## src/rtl/cic_pkg.sv

```systemverilog
// Shared definitions for the CIC filter blocks: config-state encoding,
// channel index width and the default datapath width.
package cic_pkg;

  localparam logic [2:0] CFG_STATE_CLEAR  = 3'd3;
  localparam int         CH_W             = 4;
  localparam int         N_SLOTS          = 1 << CH_W;
  localparam int         MIDDLE_WIDTH_DEF = 37;

  function automatic logic is_clear_state(input logic [2:0] state);
    return state == CFG_STATE_CLEAR;
  endfunction

endpackage

```

## src/rtl/cic_chan_decim_cnt.sv

```systemverilog
// Per-channel decimation counter bank; keep is high when the current sample
// of channel ch survives decimation by ratio.
module cic_chan_decim_cnt
  import cic_pkg::*;
#(
  parameter int CNT_W = 16
) (
  input  logic             clk,
  input  logic             rst_n,
  input  logic             clr,
  input  logic             step,
  input  logic [CH_W-1:0]  ch,
  input  logic [CNT_W-1:0] ratio,
  output logic             keep
);

  logic [CNT_W-1:0] cnt [N_SLOTS];
  logic [CNT_W-1:0] last;

  // A count already at or past ratio-1 (ratio lowered mid-run) keeps and wraps.
  always_comb begin
    last = ratio - CNT_W'(1);
    keep = (ratio < CNT_W'(2)) || (cnt[ch] >= last);
  end

  always_ff @(posedge clk or negedge rst_n) begin
    if (!rst_n) begin
      for (int i = 0; i < N_SLOTS; i++) cnt[i] <= '0;
    end else if (clr) begin
      for (int i = 0; i < N_SLOTS; i++) cnt[i] <= '0;
    end else if (step) begin
      cnt[ch] <= keep ? '0 : cnt[ch] + CNT_W'(1);
    end
  end

endmodule

```

## src/rtl/cic_comb_sub.sv

```systemverilog
// Multichannel CIC comb stage y = x - x[n-M] with optional per-channel
// decimation ahead of the comb; bypasses samples when the stage is disabled.
module cic_comb_sub
  import cic_pkg::*;
#(
  parameter int MIDDLE_WIDTH          = MIDDLE_WIDTH_DEF,
  parameter int CIC_MAX_CHANNELS      = 16,
  parameter int CIC_CONFIG_DATA_WIDTH = 16,
  parameter int DIFF_DELAY            = 1,
  parameter int HAS_DECIM             = 1
) (
  input  logic                             CLK,
  input  logic                             nRST,
  input  logic [3:0]                       idx,
  input  logic [2:0]                       state_idx_reg,
  input  logic [CIC_CONFIG_DATA_WIDTH-1:0] CIC_NUMSECS_reg,
  input  logic [CIC_CONFIG_DATA_WIDTH-1:0] CIC_DECIM_reg,
  input  logic [MIDDLE_WIDTH-1:0]          Data_In,
  input  logic                             Data_In_Valid,
  input  logic [CH_W-1:0]                  Data_In_ChIdx,
  output logic [MIDDLE_WIDTH-1:0]          Data_Out,
  output logic                             Data_Out_Valid,
  output logic [CH_W-1:0]                  Data_Out_ChIdx
);

  // Handshake: Data_In_Valid and Data_Out_Valid are single-cycle strobes with
  // no ready; every strobe is consumed and downstream must take every output.

  logic                    en, clr, ch_ok, accept, keep_raw, keep, take;
  logic [MIDDLE_WIDTH-1:0] tap, y;
  logic [MIDDLE_WIDTH-1:0] d0 [N_SLOTS];
  logic [MIDDLE_WIDTH-1:0] d1 [N_SLOTS];
  logic                    primed [N_SLOTS];

  always_comb begin
    en     = CIC_NUMSECS_reg[idx];
    clr    = is_clear_state(state_idx_reg);
    ch_ok  = 32'(Data_In_ChIdx) < CIC_MAX_CHANNELS;
    accept = Data_In_Valid && !clr && en && ch_ok;
    keep   = (HAS_DECIM == 0) || keep_raw;
    take   = accept && keep;
  end

  cic_chan_decim_cnt #(
    .CNT_W (CIC_CONFIG_DATA_WIDTH)
  ) u_decim (
    .clk   (CLK),
    .rst_n (nRST),
    .clr   (clr),
    .step  (accept && (HAS_DECIM != 0)),
    .ch    (Data_In_ChIdx),
    .ratio (CIC_DECIM_reg),
    .keep  (keep_raw)
  );

  // An unprimed channel subtracts zero; its delay line is zero anyway.
  always_comb begin
    tap = (DIFF_DELAY == 2) ? d1[Data_In_ChIdx] : d0[Data_In_ChIdx];
    y   = primed[Data_In_ChIdx] ? (Data_In - tap) : Data_In;
  end

  always_ff @(posedge CLK or negedge nRST) begin
    if (!nRST) begin
      Data_Out       <= '0;
      Data_Out_Valid <= 1'b0;
      Data_Out_ChIdx <= '0;
      for (int i = 0; i < N_SLOTS; i++) begin
        d0[i]     <= '0;
        d1[i]     <= '0;
        primed[i] <= 1'b0;
      end
    end else if (clr) begin
      Data_Out_Valid <= 1'b0;
      for (int i = 0; i < N_SLOTS; i++) begin
        d0[i]     <= '0;
        d1[i]     <= '0;
        primed[i] <= 1'b0;
      end
    end else begin
      Data_Out_Valid <= 1'b0;
      if (Data_In_Valid && !en) begin
        Data_Out       <= Data_In;
        Data_Out_Valid <= 1'b1;
        Data_Out_ChIdx <= Data_In_ChIdx;
      end else if (take) begin
        Data_Out               <= y;
        Data_Out_Valid         <= 1'b1;
        Data_Out_ChIdx         <= Data_In_ChIdx;
        d1[Data_In_ChIdx]      <= d0[Data_In_ChIdx];
        d0[Data_In_ChIdx]      <= Data_In;
        primed[Data_In_ChIdx]  <= 1'b1;
      end
    end
  end

endmodule

```

## config.mk

```make
export PLATFORM = sky130hd
export DESIGN_NAME = cic_comb_sub
export DESIGN_NICKNAME = d
export VERILOG_FILES = /design/src/rtl/cic_pkg.sv /design/src/rtl/cic_chan_decim_cnt.sv /design/src/rtl/cic_comb_sub.sv
export SDC_FILE = /design/constraint.sdc
export NUM_CORES = 2
export LEC_CHECK = 0
export BUFFER_PORTS_ARGS = -buffer_cell sky130_fd_sc_hd__buf_2
export CORE_ASPECT_RATIO = 1.5
export CORE_MARGIN = 4
export CORE_UTILIZATION = 60
export DETAILED_ROUTE_END_ITERATION = 16
export MAX_ROUTING_LAYER = met4
export PLACE_DENSITY = 0.77
export SYNTH_ARGS = -nofsm -noshare
export SYNTH_HDL_FRONTEND = slang
export SYNTH_SLANG_ARGS = --single-unit
```

## constraint.sdc

```tcl
create_clock -name CLK -period 8.45 [get_ports CLK]
set_input_delay 1.69 -clock CLK [delete_from_list [all_inputs] [get_ports CLK]]
set_output_delay 1.69 -clock CLK [all_outputs]
set_load 0.01 [all_outputs]
```

Yosys cells after proc, flatten, opt, wreduce, memory -nomap -nowiden
Cells that the tools add are included.
W data, S select, Z words.

operators by class
  add/subtract/negate cells = 3
  order comparisons = 5
  equal/unequal tests = 2
  mux-type cells = 36
  bitwise logic cells = 3
  reduce and logical (&&, ||, !) cells = 13

operators with widths
  cell                     count
  $mux W592                3
  $bwmux W592              1
  $mux W256                2
  $bwmux W256              1
  $mux W37                 6
  $bmux W37 S4             1
  $demux W37 S4            1
  $mux W16                 7
  $bmux W16 S4             1
  $demux W16 S4            1
  $sub A37 B37 Y37         1
  $add A16 B1 Y16 const B  1
  $ge A16 B16 Y1           1
  $lt A16 B2 Y1 const B    1
  $or A16 B16 Y16          1
  $sub A16 B1 Y16 const B  1
  $bmux W1 S4              2
  $mux W4                  2
  $mux W1                  7
  $reduce_bool A2 Y1       3
  $ge A5 B5 Y1 const B     1
  $logic_and A1 B1 Y1      5
  $lt A4 B5 Y1 const B     1
  $lt A5 B1 Y1 const B     1
  other kinds (8)          10

word-level totals
  register bits after elaboration = 906
  output and inout port bits = 42
  word-level logic and storage cells = 113

Longest topological paths before layout
  depth after elaboration = 10
  gate-level depth with buffers = 22
  gate-level depth less buffers = 16

Cells and area by module
A second synthesis with hierarchy kept.

unflattened totals
  cell total of the unflattened synthesis = 4730
  area total of the unflattened synthesis = 45775.2 µm²

by module, submodules not included
  module              instances  cells each  area each (µm²)
  cic_comb_sub        1          3490        32856.5
  cic_chan_decim_cnt  1          1240        12918.6

Worst setup path after synthesis
OpenSTA, ideal clock, no wires.

  kind = input to register
  start point = input port Data_In_ChIdx[0]
  end point = register Data_Out[36]
  arrival time = 6614 ps
  data required time = 8325 ps
  setup slack = 1711 ps
  cell stages on the path = 21
  buffers on the path = 8
  cell sequence = buf_6 > buf_12 > buf_12 > buf_12 > buf_12 > buf_4 > clkbuf_1 > buf_2 > mux4_2 > mux4_2 > ha_1 > fa_1 > nand2b_1 > a21oi_1 > o21ai_0 > o211ai_1 > a31oi_1 > o311a_1 > a211oi_2 > xnor2_1 > mux2_2

between the ends
  word-level cells in the longest chain between the ends = 9
  elaborated cells between the ends (all ways) = 19
  those cells by class = add/sub (1); order compare (1); mux (12); bitwise (1); reduce/logical (4)

ends and longest elaborated chain
  element                                                   RTL line                                                          RTL
  start: declaration                                        cic_comb_sub.sv:20                                                input logic [CH_W-1:0] Data_In_ChIdx,
  $not A4 Y5 (not written as such) *                        cic_chan_decim_cnt.sv:23, cic_comb_sub.sv:58, cic_comb_sub.sv:59
  branches (longest 8 deep; another with $sub A37 B37 Y37)  --
  end signal: assignment                                    cic_comb_sub.sv:82                                                Data_Out <= Data_In;
  end signal: assignment                                    cic_comb_sub.sv:86                                                Data_Out <= y;
  end: declaration                                          cic_comb_sub.sv:21                                                output logic [MIDDLE_WIDTH-1:0] Data_Out,

Mark *: on every way between the ends. The select of a mux whose other input is x is not followed.
A chain may end at the register's enable or synchronous reset.

Worst setup path after layout
  start point = input port Data_In_ChIdx[0]
  end point = register Data_Out[19]

The elaborated chain is that of the path after synthesis.

==> metrics.cfg <==
[final_layout]
num-nets-final=4467
final_cells=5389
final_common_cell=nand2_1
fin_util_pct=65.4
drive_gt1_share_pct=13.6
syn_to_final_growth_pct=8.22
mostFrequentLayoutCells=nand2_1, dfrtp_1, o21ai_0

[setup_path]
arrival_ps=6950
required_ps=9010
end_kind=flop
cp-start-kind=primary input
cp_max_fo=91
path_class=primary input to flop

[timing]
whs_ps=475
rsz0062_at_grt=no
fin_setup_tns_ps=0
finalCritPeriodShare_pct=75.6
setup_viol=0
worst_clock_skew_ps=29.5
maxSlewHeadroom_pct=11.6
clock.fmax_mhz=157
fin_crit_ps=6380
hold_violations=0
worst_pin_slew_ps=1320
slew_violations=0

[place]
io_buffers=124
dp_hpwl_um=71900
gp_routability_congestion=0.957
dpl.cell_count=5234

[clocking]
postCtsSetupBuffers=0
path_clk_slew_ps=60
ctsHoldBuffers=0
cts_resized=0
cts_buffers=85
clockBufferDepth=3
tritoncts=yes
cts_max_level=3
root_buffer=clkbuf_16
clkLatencyLatePin_ps=660
cts.sinks=906

[drt]
routed_via_density=6.32
drtIter0Drc=3885
drt_wl_total_um=123000
wire_per_inst_um=22.8
dr.pass1.iters=6
vias=34062
ant_nets=0
drc_errors=0

[synth]
synth-edff-count=0
synthFlopType=dfrtp_1
synth_warnings=0
synth_nets=4625
syn_area_per_cell_um2=9.91
netlist_area_um2=44500
ys_ff_latch=906
postSynthCellCount=4487
ys_async_sr_fraction_pct=100
synth_cell_types=63
yosysSeqAreaShare_pct=51.0

[power]
p_switching_uw=2240
combPwrFrac_pct=7.6
power_density_nw_per_um2=190
swShare_pct=24.5
leakagePower_uw=0.0207
power_frac_clock_pct=43.9
ir_drop_v=0.000220
intPower_uw=6890
p_seq_share_pct=48.5

[floorplanning]
chipWidth_um=230
die_area_um2=78600
start_util_pct=60.4
core-area_um2=73600
dieHeight_um=341
rows=122
io_pins=125

[global_route]
grt_pass1_vias=34597
grt_max_degree=261
grt_overflow=0
grt_pass1_wl_um=195000
grt_usage_pct=32.7
grt_antenna_before_repair=2

[outcome]
status=finished clean

[worst_hold_path]
hold_class=flop to flop

[run]
cap_violations=0

path summary, 6_finish.rpt:
check | startpoint | to | slack, ps | cells past startpoint
max | Data_In_ChIdx[0] | Data_Out[19] | 2070 | 15
min | primed[14] | primed[14] | 480 | 1
max reg2reg | u_decim.cnt[142] | Data_Out[33] | 3800 | 12
min reg2reg | primed[14] | primed[14] | 480 | 1
max in group asynchronous | nRST | d0[350] | 5720 | 2
min in group asynchronous | nRST | d0[436] | 1080 | 1
synthesized netlist by cell type (4+ instances only):
cell type | count | share of area, %
and2_1 | 9 | 0.13
clkbuf_2 | 4 | 0.045
nor2b_1 | 6 | 0.084
nand3_1 | 24 | 0.27
clkbuf_1 | 365 | 3.1
nand2b_1 | 9 | 0.13
a22o_1 | 72 | 1.4
a21o_1 | 33 | 0.56
o21ai_0 | 802 | 9.0
mux4_2 | 255 | 13
nor2_1 | 70 | 0.59
buf_4 | 10 | 0.17
ha_1 | 54 | 1.5
o21ai_1 | 4 | 0.045
and3_1 | 25 | 0.35
o21a_1 | 4 | 0.068
a31oi_1 | 23 | 0.32
nand2_1 | 1478 | 12
a21oi_1 | 61 | 0.69
mux2_2 | 6 | 0.15
nor4_1 | 5 | 0.070
buf_1 | 11 | 0.093
xnor2_1 | 35 | 0.69
nand4_1 | 6 | 0.084
or3_1 | 10 | 0.14
o211ai_1 | 15 | 0.25
o31ai_1 | 5 | 0.084
dfrtp_1 | 906 | 51
buf_12 | 4 | 0.18
inv_1 | 57 | 0.48
xor2_1 | 18 | 0.35
mux4_1 | 18 | 1.1
buf_2 | 15 | 0.17
o21bai_1 | 6 | 0.10
nor3_1 | 17 | 0.19
layer usage:
metal / track usage, % / wire length, um / vias up
met5: - / 0 / -
met4: 16.2 / 6940 / 0
met3: 4.66 / 10400 / 432
met2: 52.0 / 59800 / 1725
met1: 41.7 / 46000 / 16840
li1: - / - / 15065
critical path, cell delays in order:
cell and delay [ps]:
buf_8 710, buf_4 460, mux4_2 570, mux4_2 500, inv_1 80, ha_1 210
nor2b_1 140, o31a_1 270, o21ai_0 410, o31a_1 220, o21ai_0 320, a21boi_0 540
o21ai_0 170, or3_1 320, a41oi_1 200
power groups by stage:
stage | clock network [uW] | logic (uW) | registers [uW]
3_3_place_gp | 0 | 693 | 4510
2_1_floorplan | 0 | 365 | 4530
3_5_place_dp | 0 | 696 | 4510
6_report | 4010 | 696 | 4430
4_1_cts | 4040 | 697 | 4430
5_1_grt | 4230 | 755 | 4430
state kept, by name, indices dropped and copies added, names as in the netlist:
register        flops
d0                592
u_decim.cnt       256
Data_Out           37
primed             16
Data_Out_ChIdx      4
Data_Out_Valid      1
cell families after synthesis:
group	share of synthesized area, %
buf+inv	4.29
xor+xnor	1.12
mux	14.3
compound gates	13.1
fa+ha+maj	1.57
flops	51.0
simple gates	14.7
per-stage QoR:
step                power [uW]  worst slack (ps)  instance area (um^2)
floorplan                 4890              1710                 44500
global placement          5200              1470                 45200
detailed placement        5210              1440                 45200
CTS                       9160              2110                 48100
global route              9410              1600                 48100
finish                    9130              2070                 48100
cell type report:
class                   instances  area (um^2)
diodes                          1         2.50
inverters                      59          221
fillers                      5631        25500
well taps                     992         1240
clock buffers                 118         2500
repair buffers                166         1080
multi-input cells            3111        20000
clock inverters                36          408
flip-flops and latches        906        22700
Note: power is estimated with default switching activity, not from simulation.
